**config.mk**
```make
export PLATFORM = sky130hd
export DESIGN_NAME = mem_bus_arbiter
export DESIGN_NICKNAME = d
export VERILOG_FILES = /design/src/rtl/arb_pkg.sv /design/src/rtl/arb_sat_counter.sv /design/src/rtl/mem_bus_arbiter.sv
export SDC_FILE = /design/constraint.sdc
export NUM_CORES = 1
export LEC_CHECK = 0
export CORE_AREA = 2 2 115 117
export DETAILED_ROUTE_END_ITERATION = 10
export DIE_AREA = 0 0 117 119
export PLACE_DENSITY = 0.58
export REMOVE_ABC_BUFFERS = 1
export SETUP_SLACK_MARGIN = 0.2
export SYNTH_ARGS = -nofsm -noshare
export SYNTH_HDL_FRONTEND = slang
export SYNTH_SLANG_ARGS = --single-unit
```
**constraint.sdc**
```tcl
create_clock -name clk -period 2.2 [get_ports clk]
set_input_delay 0.22 -clock clk [delete_from_list [all_inputs] [get_ports clk]]
set_output_delay 0.22 -clock clk [all_outputs]
set_load 0.05 [all_outputs]
```
**src/rtl/arb_pkg.sv**
```systemverilog
// Shared definitions for the MEM-stage bus arbiter: FSM state encoding,
// port-owner codes and the owner-select helper.
package arb_pkg;

  typedef enum logic [1:0] {
    ST_CPU   = 2'd0,
    ST_LOCK  = 2'd1,
    ST_YIELD = 2'd2
  } arb_state_e;

  localparam logic [1:0] OWNER_NONE = 2'd0;
  localparam logic [1:0] OWNER_CPU  = 2'd1;
  localparam logic [1:0] OWNER_DMA  = 2'd2;

  // A DMA grant always excludes a CPU grant, so DMA is checked first.
  function automatic logic [1:0] owner_sel(input logic cpu_gnt, input logic dma_gnt);
    logic [1:0] own;
    if (dma_gnt) begin
      own = OWNER_DMA;
    end else if (cpu_gnt) begin
      own = OWNER_CPU;
    end else begin
      own = OWNER_NONE;
    end
    return own;
  endfunction

endpackage

```
**src/rtl/arb_sat_counter.sv**
```systemverilog
// Saturating up-counter with synchronous clear; clr and inc together load 1
// (used to restart a burst count on its first beat).
module arb_sat_counter #(
  parameter int W   = 4,
  parameter int MAX = 4
) (
  input  logic         clk_i,
  input  logic         rst_ni,
  input  logic         clr_i,
  input  logic         inc_i,
  output logic [W-1:0] cnt_o
);

  localparam logic [W-1:0] MAX_C  = W'(MAX);
  localparam logic [W-1:0] ONE_C  = W'(1);
  localparam logic [W-1:0] ZERO_C = W'(0);

  logic [W-1:0] cnt_q;
  logic [W-1:0] cnt_d;

  // Next count: clear (optionally restarting at 1), else saturating increment.
  always_comb begin
    cnt_d = cnt_q;
    if (clr_i) begin
      if (inc_i) begin
        cnt_d = ONE_C;
      end else begin
        cnt_d = ZERO_C;
      end
    end else if (inc_i && (cnt_q < MAX_C)) begin
      cnt_d = cnt_q + ONE_C;
    end else begin
      cnt_d = cnt_q;
    end
  end

  // Count register.
  always_ff @(posedge clk_i or negedge rst_ni) begin
    if (!rst_ni) begin
      cnt_q <= ZERO_C;
    end else begin
      cnt_q <= cnt_d;
    end
  end

  assign cnt_o = cnt_q;

endmodule

```
**src/rtl/mem_bus_arbiter.sv**
```systemverilog
// Shares the MEM-stage memory/peripheral port between the CPU (fixed priority) and a
// DMA loader, with a starvation guarantee and bounded locked bursts. Macro ARB_PERF_EN adds perf counters.
module mem_bus_arbiter
  import arb_pkg::*;
#(
  parameter int AW        = 32,
  parameter int DW        = 32,
  parameter int MAX_WAIT  = 4,
  parameter int BURST_MAX = 8
) (
  input  logic          clk,
  input  logic          reset,
  input  logic          cpu_rd,
  input  logic          cpu_wr,
  input  logic [AW-1:0] cpu_addr,
  input  logic [DW-1:0] cpu_wdata,
  output logic [DW-1:0] cpu_rdata,
  output logic          cpu_stall,
  input  logic          dma_req,
  input  logic          dma_wr,
  input  logic          dma_lock,
  input  logic [AW-1:0] dma_addr,
  input  logic [DW-1:0] dma_wdata,
  output logic          dma_gnt,
  output logic [DW-1:0] dma_rdata,
  output logic          mem_rd,
  output logic          mem_wr,
  output logic [AW-1:0] mem_addr,
  output logic [DW-1:0] mem_wdata,
  input  logic [DW-1:0] mem_rdata
`ifdef ARB_PERF_EN
  ,
  output logic [31:0]   perf_stall,
  output logic [31:0]   perf_beats
`endif
);

  localparam logic [3:0] WAIT_MAX_C  = 4'(MAX_WAIT);
  localparam logic [7:0] BURST_MAX_C = 8'(BURST_MAX);

  arb_state_e state_q;

  logic       cpu_req_s;
  logic       cpu_gnt_s;
  logic       dma_gnt_s;
  logic [1:0] owner_s;
  logic [3:0] wait_cnt_s;
  logic [7:0] beat_cnt_s;
  logic [7:0] beat_next_s;
  logic       wait_inc_s;
  logic       beat_clr_s;
  logic       beat_inc_s;

  // Grant decision from live requests and registered state; nothing is granted while reset is low.
  always_comb begin
    cpu_req_s = cpu_rd | cpu_wr;
    dma_gnt_s = 1'b0;
    cpu_gnt_s = 1'b0;
    if (reset) begin
      case (state_q)
        ST_CPU: begin
          dma_gnt_s = dma_req & (~cpu_req_s | (wait_cnt_s == WAIT_MAX_C));
          cpu_gnt_s = cpu_req_s & ~dma_gnt_s;
        end
        ST_LOCK: begin
          dma_gnt_s = dma_req;
          cpu_gnt_s = 1'b0;
        end
        ST_YIELD: begin
          cpu_gnt_s = cpu_req_s;
          dma_gnt_s = dma_req & ~cpu_req_s;
        end
        default: begin
          dma_gnt_s = 1'b0;
          cpu_gnt_s = 1'b0;
        end
      endcase
    end else begin
      dma_gnt_s = 1'b0;
      cpu_gnt_s = 1'b0;
    end
  end

  assign dma_gnt   = dma_gnt_s;
  assign cpu_stall = reset & cpu_req_s & ~cpu_gnt_s;
  assign owner_s   = owner_sel(cpu_gnt_s, dma_gnt_s);

  // Port mux: the owner drives the memory side and receives read data; idle drives zeros.
  always_comb begin
    mem_rd    = 1'b0;
    mem_wr    = 1'b0;
    mem_addr  = '0;
    mem_wdata = '0;
    cpu_rdata = '0;
    dma_rdata = '0;
    case (owner_s)
      OWNER_CPU: begin
        mem_rd    = cpu_rd & ~cpu_wr;
        mem_wr    = cpu_wr;
        mem_addr  = cpu_addr;
        mem_wdata = cpu_wdata;
        cpu_rdata = mem_rdata;
      end
      OWNER_DMA: begin
        mem_rd    = ~dma_wr;
        mem_wr    = dma_wr;
        mem_addr  = dma_addr;
        mem_wdata = dma_wdata;
        dma_rdata = mem_rdata;
      end
      default: begin
        mem_rd    = 1'b0;
        mem_wr    = 1'b0;
        mem_addr  = '0;
        mem_wdata = '0;
      end
    endcase
  end

  // Starvation counter is frozen during the yield cycle so the CPU's slot does not count against it.
  assign wait_inc_s = dma_req & ~dma_gnt_s & (state_q != ST_YIELD);
  assign beat_clr_s = (state_q == ST_CPU) & dma_gnt_s;
  assign beat_inc_s = dma_gnt_s & (((state_q == ST_CPU) & dma_lock) | (state_q == ST_LOCK));
  assign beat_next_s = beat_cnt_s + 8'd1;

  arb_sat_counter #(
    .W   (4),
    .MAX (MAX_WAIT)
  ) u_wait_cnt (
    .clk_i  (clk),
    .rst_ni (reset),
    .clr_i  (dma_gnt_s),
    .inc_i  (wait_inc_s),
    .cnt_o  (wait_cnt_s)
  );

  arb_sat_counter #(
    .W   (8),
    .MAX (BURST_MAX)
  ) u_beat_cnt (
    .clk_i  (clk),
    .rst_ni (reset),
    .clr_i  (beat_clr_s),
    .inc_i  (beat_inc_s),
    .cnt_o  (beat_cnt_s)
  );

  // Ownership FSM: locked bursts enter ST_LOCK and always leave through a single ST_YIELD cycle.
  always_ff @(posedge clk or negedge reset) begin
    if (!reset) begin
      state_q <= ST_CPU;
    end else begin
      case (state_q)
        ST_CPU: begin
          if (dma_gnt_s && dma_lock) begin
            state_q <= (BURST_MAX_C == 8'd1) ? ST_YIELD : ST_LOCK;
          end else begin
            state_q <= ST_CPU;
          end
        end
        ST_LOCK: begin
          if (dma_gnt_s && (!dma_lock || (beat_next_s >= BURST_MAX_C))) begin
            state_q <= ST_YIELD;
          end else begin
            state_q <= ST_LOCK;
          end
        end
        ST_YIELD: begin
          state_q <= ST_CPU;
        end
        default: begin
          state_q <= ST_CPU;
        end
      endcase
    end
  end

`ifdef ARB_PERF_EN
  logic [31:0] perf_stall_q;
  logic [31:0] perf_beats_q;

  // Event counters wrap naturally at 32 bits.
  always_ff @(posedge clk or negedge reset) begin
    if (!reset) begin
      perf_stall_q <= 32'd0;
      perf_beats_q <= 32'd0;
    end else begin
      if (cpu_stall) begin
        perf_stall_q <= perf_stall_q + 32'd1;
      end else begin
        perf_stall_q <= perf_stall_q;
      end
      if (dma_gnt_s) begin
        perf_beats_q <= perf_beats_q + 32'd1;
      end else begin
        perf_beats_q <= perf_beats_q;
      end
    end
  end

  assign perf_stall = perf_stall_q;
  assign perf_beats = perf_beats_q;
`endif

endmodule

```
==> results of run 1 <==
-- per-stage QoR --
step                      std cells  TNS [ns]  setup WS (ns)  utilization  cell area (um^2)
after global routing            739    -23.11        -0.2535       0.5936              7642
final                           739    -13.40        -0.1657       0.5936              7642
after global placement          703   -0.1063       -0.04947       0.5055              6509
after CTS                       719    -14.36        -0.1647       0.5515              7101
after detailed placement        703   -0.1149       -0.04718       0.5055              6509
after floorplan                 210   -227.99         -1.914            -              1780
-- worst max-delay path: cells and delay by family (launching register included) --
family          cells  cell delay (ns)
fa+ha+maj           1             0.15
flops               1             0.36
simple gates        2             0.42
compound gates      1             0.33
buf+inv             4             0.64
-- cell families after synthesis --
family          count (synthesis)  synth area share
simple gates                   97            0.3167
compound gates                 81            0.3747
buf+inv                        30           0.06733
flops                          14            0.1867
xor+xnor                        4           0.01867
mux                             3           0.01600
fa+ha+maj                       3           0.02000
-- area by class of cell --
cell class              instances  area [um^2]  share of cell area
inverters                       8        30.03            0.003929
multi-input cells             189         1949              0.2551
flip-flops and latches         14        351.6             0.04601
repair buffers                348         5002              0.6546
well taps                     176        220.2             0.02881
clock buffers                   4        88.84             0.01162
-- state kept, by name, indices dropped and copies added (netlist names) --
register,cells
state_q,2
u_wait_cnt.cnt_o,4
u_beat_cnt.cnt_o,8
-- layout by cell type, fill, tap and decap left out, drive strengths merged, types with 2 or more instances in the layout --
cell type,netlist,final
nor2b,3,3
nor3,2,2
clkbuf,15,11
mux2i,3,3
ha,3,3
o21ai,4,4
nand3,5,5
clkdlybuf4s50,0,166
xor2,2,2
nor2,6,6
and2,68,68
a22o,65,65
nand4,3,3
o311a,1,2
xnor2,2,2
dfrtp,14,14
buf,7,175
a21oi,2,2
nor4b,2,2
inv,8,8
or3,2,2
-- where the power goes --
part | internal [uW] | switching (uW)
Combinational | 2600 | 2460
Sequential | 327 | 76.2
Clock | 276 | 112
-- per-layer routing --
| metal | vias up | global-route usage |
|---|---|---|
| met5 | - | 0 |
| met4 | 0 | 0.03382 |
| met1 | 1560 | 0.2269 |
| met3 | 10 | 0.08193 |
| met2 | 195 | 0.3681 |
| li1 | 1542 | - |
-- timing repair --
| action | 4_1_cts | 5_1_grt |
|---|---|---|
| setup buffers | 9 | 10 |
| setup endpoints to repair | 132 | 136 |
| cloned | 3 | 10 |
| pin swaps | 17 | 27 |
| gates resized for setup | 61 | 68 |
| hold endpoints to repair | 0 | 0 |
-- final timing paths --
check	slack [ns]	endpoint	start
max in group asynchronous	1.62	state_q[0]	reset
hold reg to reg	0.53	u_beat_cnt.cnt_o[0]	u_beat_cnt.cnt_o[0]
setup / recovery	-0.17	cpu_rdata[8]	u_wait_cnt.cnt_o[1]
min in group clk	0.53	u_beat_cnt.cnt_o[0]	u_beat_cnt.cnt_o[0]
hold / removal	0.36	state_q[0]	reset
setup reg to reg	0.19	state_q[0]	state_q[1]
==> qor.csv, run 1 <==
stage,metric,value,unit
outcome,status,finished with violations,
outcome,violations,negative setup slack,
timing,finClkSkew,0.0009165,ns
clocking,root_buffer,clkbuf_16,
yosys,synthCells,232,
setup_path,crit_chain,"inv_2, ha_4, and3b_2, a2111oi_4, buf_4, clkbuf_16, and2_1, buf_12",
timing,holdWs,0.3604,ns
layout,nets,734,
timing,max_clock_freq,422.7,MHz
timing,drv_slew,0,
yosys,synth_top_cell_area_share,0.3033,
die,core_area,0.01287,mm^2
clocking,clk_latency,0.25,ns
timing,post-route-period-util,1.075,
setup_path,cp.arrival,2.15,ns
detailed_routing,wl_met2,8589,um
yosys,async_flop_share,1.000,
placement,io_buffers,298,
detailed_routing,wl_met3,1793,um
layout,insertedDiodeCount,0,
global_routing,grt_max_degree,37,
die,rows,42,
yosys,yosys.area.top_type,a22o_1,
detailed_routing,wl_met1,6170,um
yosys,yosys_register_bits,14,
yosys,seq_area_frac_synth,0.1867,
power,p_per_area,766.4,mW/mm^2
clocking,holdBufCountCts,0,
yosys,synth_edf_count,0,
detailed_routing,wl,16740,um
yosys,avgSynthCellArea,8.090,um^2
global_routing,grt_pass1_vias,3370,
global_routing,antenna_found_initial,1,
flow_run,drv_cap,0,
yosys,synthTopCellsByCount,"and2_1, a22o_1, clkbuf_1",
global_routing,track_usage,0.2045,
timing,relSlewSlack,0.7373,
die,ios,299,
power,p_leak,0.003241,uW
die,die_y,119,um
power,power,5857,uW
detailed_routing,wl_per_cell,22.65,um
layout,syn_to_final_growth,307.2,%
setup_path,startpoint_type,flop,
timing,setup_violations,125,
setup_path,cpMaxStageDelayCell,dfrtp_1,
yosys,yosysUniqueCellTypes,37,
detailed_routing,first_pass_iters,4,
die,dieWidth,117,um
yosys,synth.most_common_cell,and2_1,
die,die_area,0.01392,mm^2
yosys,ys.flop_type,dfrtp_1,
hold_path,hp-class,in -> async,
global_routing,globalRouteOverflowTotal,0,
setup_path,crit_fanout,17,
clocking,cts_buffer_depth,2,
layout,fillers,1020,
setup_path,worstSetupPathType,reg -> out,
layout,final_layout_size_suffix_gt1_frac,0.5098,
setup_path,worst_ep_required_time,1.98,ns
power,irDropWorstVdd,0.2941,mV
timing,rsz0062_at_grt,yes,
setup_path,endpoint_kind,output pin,
clocking,cts.sinks,14,
yosys,syn_area,0.001877,mm^2
placement,gp_congestion,0.9230,
detailed_routing,topRoutingLayerUsed,met4,
timing,period_minus_slack,2.366,ns
setup_path,reg2reg_depth,7,
yosys,ys.warnings.count,0,
die,start_util,0.1458,
timing,tightest_slew,0.3886,ns
detailed_routing,drt-vias-per-instance,4.475,
clocking,clk_pin_slew,0.05,ns
detailed_routing,antenna_left,0,
detailed_routing,drt_iter0_markers,112,
yosys,ys_top_cells_by_area,"a22o_1, and2_1, dfrtp_1, clkbuf_1, ha_1",
clocking,cts_tree,yes,
timing,hold_viol_final,0,
timing,setup_slack,-0.1657,ns
detailed_routing,vias,3307,
detailed_routing,route.detailed.drc,0,
placement,dpl.hpwl,12510,um
clocking,cts_made_buffers,3,
global_routing,grt_pass1_wl,21080,um
setup_path,slowest_delay,0.36,ns
clocking,htree_levels,1,
Note: power is estimated with default switching activity, not from simulation.
==> run 2, diff against run 1 <==
SLEW_MARGIN = 25   (was default)
==> results of run 2 <==
The final DEF is identical to that of run 1; final timing and power are the same.
